## config.mk

```make
export PLATFORM = sky130hd
export DESIGN_NAME = hazard_fwd_ctrl
export DESIGN_NICKNAME = d
export VERILOG_FILES = /design/src/rtl/hazard_fwd_ctrl.sv
export SDC_FILE = /design/constraint.sdc
export NUM_CORES = 1
export LEC_CHECK = 0
export ABC_CLOCK_PERIOD_IN_PS = 1350
export CAP_MARGIN = 40
export CORE_MARGIN = 2
export CORE_UTILIZATION = 24
export CTS_CLUSTER_DIAMETER = 50
export DETAILED_ROUTE_END_ITERATION = 12
export PLACE_DENSITY = 0.85
export SLEW_MARGIN = 5
export SYNTH_ARGS = -nofsm -noshare
export SYNTH_HDL_FRONTEND = slang
export SYNTH_SLANG_ARGS = --single-unit
```

## constraint.sdc

```tcl
create_clock -name clk -period 1.35 [get_ports clk]
set_clock_uncertainty 0.05 [all_clocks]
set_input_delay 0.2025 -clock clk [delete_from_list [all_inputs] [get_ports clk]]
set_output_delay 0.2025 -clock clk [all_outputs]
set_load 0.02 [all_outputs]
```

## src/rtl/hazard_fwd_ctrl.sv

```systemverilog
// hazard_fwd_ctrl: forwarding-mux selects, control-zeroing select and
// pipeline register load/flush enables for the 5-stage RV32I core.
// A small registered FSM (RUN/BUBBLE/FLUSH) sequences load-use bubbles,
// mispredict flushes and cache-miss freezes.
// Optional performance counters are built when HAZARD_PERF_CNT_EN is defined.
module hazard_fwd_ctrl #(
  parameter int REG_IDX_W    = 5,
  parameter int FLUSH_CYCLES = 1
) (
  input  logic                 clk,
  input  logic                 rst,
  input  logic [REG_IDX_W-1:0] id_rs1,
  input  logic [REG_IDX_W-1:0] id_rs2,
  input  logic                 id_uses_rs1,
  input  logic                 id_uses_rs2,
  input  logic [REG_IDX_W-1:0] ex_rs1,
  input  logic [REG_IDX_W-1:0] ex_rs2,
  input  logic [REG_IDX_W-1:0] ex_rd,
  input  logic                 ex_is_load,
  input  logic [REG_IDX_W-1:0] mem_rd,
  input  logic [REG_IDX_W-1:0] wb_rd,
  input  logic                 mem_regwrite,
  input  logic                 wb_regwrite,
  input  logic [3:0]           mem_wbsel,
  input  logic [3:0]           wb_wbsel,
  input  logic                 br_mispredict,
  input  logic                 icache_stall,
  input  logic                 dcache_stall,
  output logic [2:0]           fwd_a_sel,
  output logic [2:0]           fwd_b_sel,
  output logic                 ctrl_sel,
  output logic                 pc_load,
  output logic                 if_id_load,
  output logic                 id_ex_load,
  output logic                 ex_mem_load,
  output logic                 mem_wb_load,
  output logic                 if_id_flush,
  output logic                 id_ex_flush,
  output logic [31:0]          perf_stall_cnt,
  output logic [31:0]          perf_flush_cnt
);

  localparam logic [1:0] ST_RUN    = 2'd0;
  localparam logic [1:0] ST_BUBBLE = 2'd1;
  localparam logic [1:0] ST_FLUSH  = 2'd2;

  localparam logic [1:0] FLUSH_INIT = 2'(FLUSH_CYCLES - 1);

  // regfilemux select values that need a non-ALU forwarding path
  localparam logic [3:0] WB_BR_EN = 4'd1;
  localparam logic [3:0] WB_U_IMM = 4'd2;

  logic [1:0] state, state_nxt;
  logic [1:0] flush_cnt, flush_cnt_nxt;
  logic       lu, frz, accept_mp;

  // Select encoding for one EX operand; EX/MEM beats MEM/WB, x0 never forwards
  function automatic logic [2:0] fwd_sel(
    input logic [REG_IDX_W-1:0] src,
    input logic                 m_we,
    input logic [REG_IDX_W-1:0] m_rd,
    input logic [3:0]           m_sel,
    input logic                 w_we,
    input logic [REG_IDX_W-1:0] w_rd,
    input logic [3:0]           w_sel
  );
    logic [2:0] r;
    r = 3'b000;
    if (src == '0) begin
      r = 3'b000;
    end else if (m_we && m_rd == src) begin
      if (m_sel == WB_U_IMM)      r = 3'b110;
      else if (m_sel == WB_BR_EN) r = 3'b011;
      else                        r = 3'b010;
    end else if (w_we && w_rd == src) begin
      if (w_sel == WB_U_IMM)      r = 3'b101;
      else if (w_sel == WB_BR_EN) r = 3'b111;
      else                        r = 3'b001;
    end
    return r;
  endfunction

  assign lu  = ex_is_load && (ex_rd != '0) &&
               ((id_uses_rs1 && id_rs1 == ex_rd) || (id_uses_rs2 && id_rs2 == ex_rd));
  assign frz = icache_stall || dcache_stall;

  // Output decode and next-state; reset forces the idle defaults immediately
  always_comb begin
    fwd_a_sel     = fwd_sel(ex_rs1, mem_regwrite, mem_rd, mem_wbsel, wb_regwrite, wb_rd, wb_wbsel);
    fwd_b_sel     = fwd_sel(ex_rs2, mem_regwrite, mem_rd, mem_wbsel, wb_regwrite, wb_rd, wb_wbsel);
    ctrl_sel      = 1'b1;
    pc_load       = 1'b1;
    if_id_load    = 1'b1;
    id_ex_load    = 1'b1;
    ex_mem_load   = 1'b1;
    mem_wb_load   = 1'b1;
    if_id_flush   = 1'b0;
    id_ex_flush   = 1'b0;
    accept_mp     = 1'b0;
    state_nxt     = state;
    flush_cnt_nxt = flush_cnt;
    if (!rst) begin
      fwd_a_sel     = 3'b000;
      fwd_b_sel     = 3'b000;
      state_nxt     = ST_RUN;
      flush_cnt_nxt = 2'd0;
    end else begin
      case (state)
        ST_RUN, ST_BUBBLE: begin
          if (frz) begin
            pc_load     = 1'b0;
            if_id_load  = 1'b0;
            id_ex_load  = 1'b0;
            ex_mem_load = 1'b0;
            mem_wb_load = 1'b0;
          end else if (br_mispredict) begin
            if_id_flush = 1'b1;
            id_ex_flush = 1'b1;
            accept_mp   = 1'b1;
            if (FLUSH_CYCLES > 1) begin
              state_nxt     = ST_FLUSH;
              flush_cnt_nxt = FLUSH_INIT;
            end else begin
              state_nxt = ST_RUN;
            end
          end else if (lu && state == ST_RUN) begin
            pc_load    = 1'b0;
            if_id_load = 1'b0;
            ctrl_sel   = 1'b0;
            state_nxt  = ST_BUBBLE;
          end else begin
            state_nxt = ST_RUN;
          end
        end
        ST_FLUSH: begin
          if (frz) begin
            pc_load     = 1'b0;
            if_id_load  = 1'b0;
            id_ex_load  = 1'b0;
            ex_mem_load = 1'b0;
            mem_wb_load = 1'b0;
          end else begin
            if_id_flush   = 1'b1;
            id_ex_flush   = 1'b1;
            flush_cnt_nxt = flush_cnt - 2'd1;
            if (flush_cnt <= 2'd1) begin
              state_nxt     = ST_RUN;
              flush_cnt_nxt = 2'd0;
            end
          end
        end
        default: begin
          state_nxt     = ST_RUN;
          flush_cnt_nxt = 2'd0;
        end
      endcase
    end
  end

  // FSM state and flush counter registers
  always_ff @(posedge clk or negedge rst) begin
    if (!rst) begin
      state     <= ST_RUN;
      flush_cnt <= 2'd0;
    end else begin
      state     <= state_nxt;
      flush_cnt <= flush_cnt_nxt;
    end
  end

`ifdef HAZARD_PERF_CNT_EN
  // Saturating stall-cycle and accepted-mispredict counters
  always_ff @(posedge clk or negedge rst) begin
    if (!rst) begin
      perf_stall_cnt <= 32'd0;
      perf_flush_cnt <= 32'd0;
    end else begin
      if (!pc_load && perf_stall_cnt != 32'hFFFF_FFFF)
        perf_stall_cnt <= perf_stall_cnt + 32'd1;
      if (accept_mp && perf_flush_cnt != 32'hFFFF_FFFF)
        perf_flush_cnt <= perf_flush_cnt + 32'd1;
    end
  end
`else
  assign perf_stall_cnt = 32'd0;
  assign perf_flush_cnt = 32'd0;
`endif

endmodule
```

==> results.yml <==
drt:
  drc_errors: 0
  ant_nets: 0
  avgRoutedWirePerCell_um: 11.1
  vias_per_cell: 3.87
  dr.first_iter.drc_count: 26
  dr.pass1.iters: 4
  drt_wl_total_um: 3260
  via_count: 1133
sta:
  whs_ns: 0.290
  rsz0062_at_grt: "true"
  setup_viol: 10
  setup_slack_ns: -0.503
  final.setup.tns_ns: -3.65
  finalHoldViolCount: 0
  maxSlewViolCount: 0
  fin_crit_sh_pct: 137
  fmax_mhz: 540
  period_minus_slack_ns: 1.85
global_route:
  grt_pass1_wl_um: 4710
  grt-ovfl-total: 0
  antenna_found_initial: 0
  grtUsageTotal_pct: 11.1
  grt_max_degree: 5
  grt_pass1_vias: 1085
setup_path:
  crit_chain: "buf_6 -> buf_6 -> xor2_1 -> nor4_2 -> and3_4 -> buf_4 -> mux2i_2 -> nor2_2 -> buf_6"
  worstPathRequired_ns: 1.10
  cp_max_fo: 3
  ff2ff_path_depth: 5
  worstPathArrival_ns: 1.60
  max_stage_delay_ns: 0.28
  cp_slowest_cell: "nor4_2"
  crit_path_start_kind: "primary input"
  reg2reg_to: "state[0]$_DFFE_PN0P_"
  crit_path_frequent_cell: "buf_6"
  rr_startpoint: "state[0]$_DFFE_PN0P_"
  critical_path_class: "primary input to output pin"
  r2r_slack_ns: 0.18
  cp-end-kind: "output pin"
  critPathLaunch: "ex_rs2[0]"
layout:
  drive_above_1_share_pct: 44.0
  n_fill_cell: 423
  top_regs: "state: 1 flops"
  regMostFlops: "state"
  finish.instance_area_um2: 1990
  final_cells: 293
  largest_reg_flops: 1
  fin_util_pct: 45.6
  nets: 296
  area_growth_pct: 82.3
  diodes: 0
place:
  placedCellCount: 282
  numPortBuffers: 66
  gp_congestion: 0.813
  dpl.hpwl_um: 2760
  dp_slack_ns: -1.38
  placed_area_um2: 1780
floorplanning:
  die_h_um: 71.4
  die_w_um: 71.4
  io_pins: 131
  coreArea_um2: 4350
  rows: 24
  initial_core_util_pct: 25.0
  die_area_um2: 5100
yosys:
  yosysMostFrequentCell: "buf_4"
  synth_edf_count: 0
  synth.distinct_cells: 24
  yosysTopAreaCellShare_pct: 46.8
  yosys_warnings: 0
  ys_seq_elements: 1
  synth_flop_cell: "dfrtp_1"
  synth_top_family_by_area: "buffers and inverters"
  synth_seq_area_share_pct: 2.30
  synthAdderAreaFrac_pct: 0
  synthXorXnorAreaFrac_pct: 24.9
  yosys.area.top_type: "buf_4"
  avgSynthCellArea_um2: 7.36
  synth_compound_area_share_pct: 4.48
  yosys.area_share.simple_pct: 18.9
  async_reset_ff_share_pct: 100
  synth.area.mux_share_pct: 1.84
  synthCells: 148
  synthesis.area_um2: 1090
  yosys-top-cells-area: "buf_4 (47%), xor2_1 (16%), xnor2_1 (8.8%)"
  synth_commonest_cells: "buf_4 (68), xor2_1 (20), xnor2_1 (11)"
pwr:
  vdd_drop_max_uv: 94.4
  power.leakage_nw: 0.951
  pwr_density_cell_nw_per_um2: 322
  finalPower_mw: 0.640
flow_run:
  cap_violations: 0
status:
  violations: "negative setup slack"
  status: "complete, but fails checks"
hold_path:
  hp-class: "primary input to asynchronous set/reset pin"
clock_tree:
  worstSkewPairLatency_ns: 0
  path_clk_slew_ns: 0
-- logic make-up (layout without fill, tap and decap cells) --
family	after synthesis	count (layout)
other	1	64
AOI/OAI and AO/OA	9	9
xor gates and xnor gates	31	31
muxes	2	2
DFF	1	1
buffers and inverters	69	99
and+or+nand+nor	35	35
-- area by class of cell --
type	instances	area (um^2)	area share [%]
repair buffers	98	901	45.3
inverters	1	3.75	0.189
multi-input cells	141	992	49.9
well taps	52	65.1	3.27
flip-flops and latches	1	25.0	1.26
-- worst max-delay path by stage --
stage | to | slack (ns) | cells past startpoint
2_1_floorplan | fwd_b_sel[2] | -0.25 | 5
3_3_place_gp | fwd_a_sel[2] | -1.34 | 7
3_5_place_dp | fwd_b_sel[2] | -1.38 | 7
4_1_cts | fwd_b_sel[2] | -0.53 | 7
5_1_grt | fwd_b_sel[0] | -0.57 | 9
6_report | fwd_b_sel[0] | -0.50 | 9
-- layout by cell type (no fill, tap or decap), types with 3 or more instances in the layout --
master,count
xnor2_1,8
nand2_1,5
xnor2_2,3
buf_4,27
clkdlybuf4s15_1,7
buf_8,4
nor2_2,3
nor2_4,4
nor4b_1,3
a21oi_2,3
nor4_2,3
dlygate4sd2_1,8
clkdlybuf4s50_1,10
buf_2,10
buf_6,30
conb_1,64
xor2_2,3
xor2_1,17
-- layer usage --
metal / up-vias / part of all wire, % / track usage, %
met5: - / 0 / 0
met4: 0 / 1.0 / 1.68
met3: 4 / 6.9 / 0.703
met2: 58 / 60 / 24.3
met1: 526 / 32 / 11.3
li1: 545 / - / -
-- power breakdown --
group | internal, mW | switching, mW
registers | 0.0306 | 0.0000510
clock network | 0 | 0
logic | 0.270 | 0.339
total | 0.301 | 0.339
-- critical path: cells and delay by family --
kind | cells | cell delay [ns]
simple gates | 3 | 0.58
mux | 1 | 0.23
buf+inv | 4 | 0.45
xor+xnor | 1 | 0.15
-- repair_timing --
action,CTS,global route
gates resized for setup,242,22
pin swaps,40,23
buffers inserted,11,1
setup endpoints to repair,15,10
cloned,0,0
hold endpoints to repair,0,0
hold buffers,0,0
No activity file was read; power rests on OpenSTA's default activity.
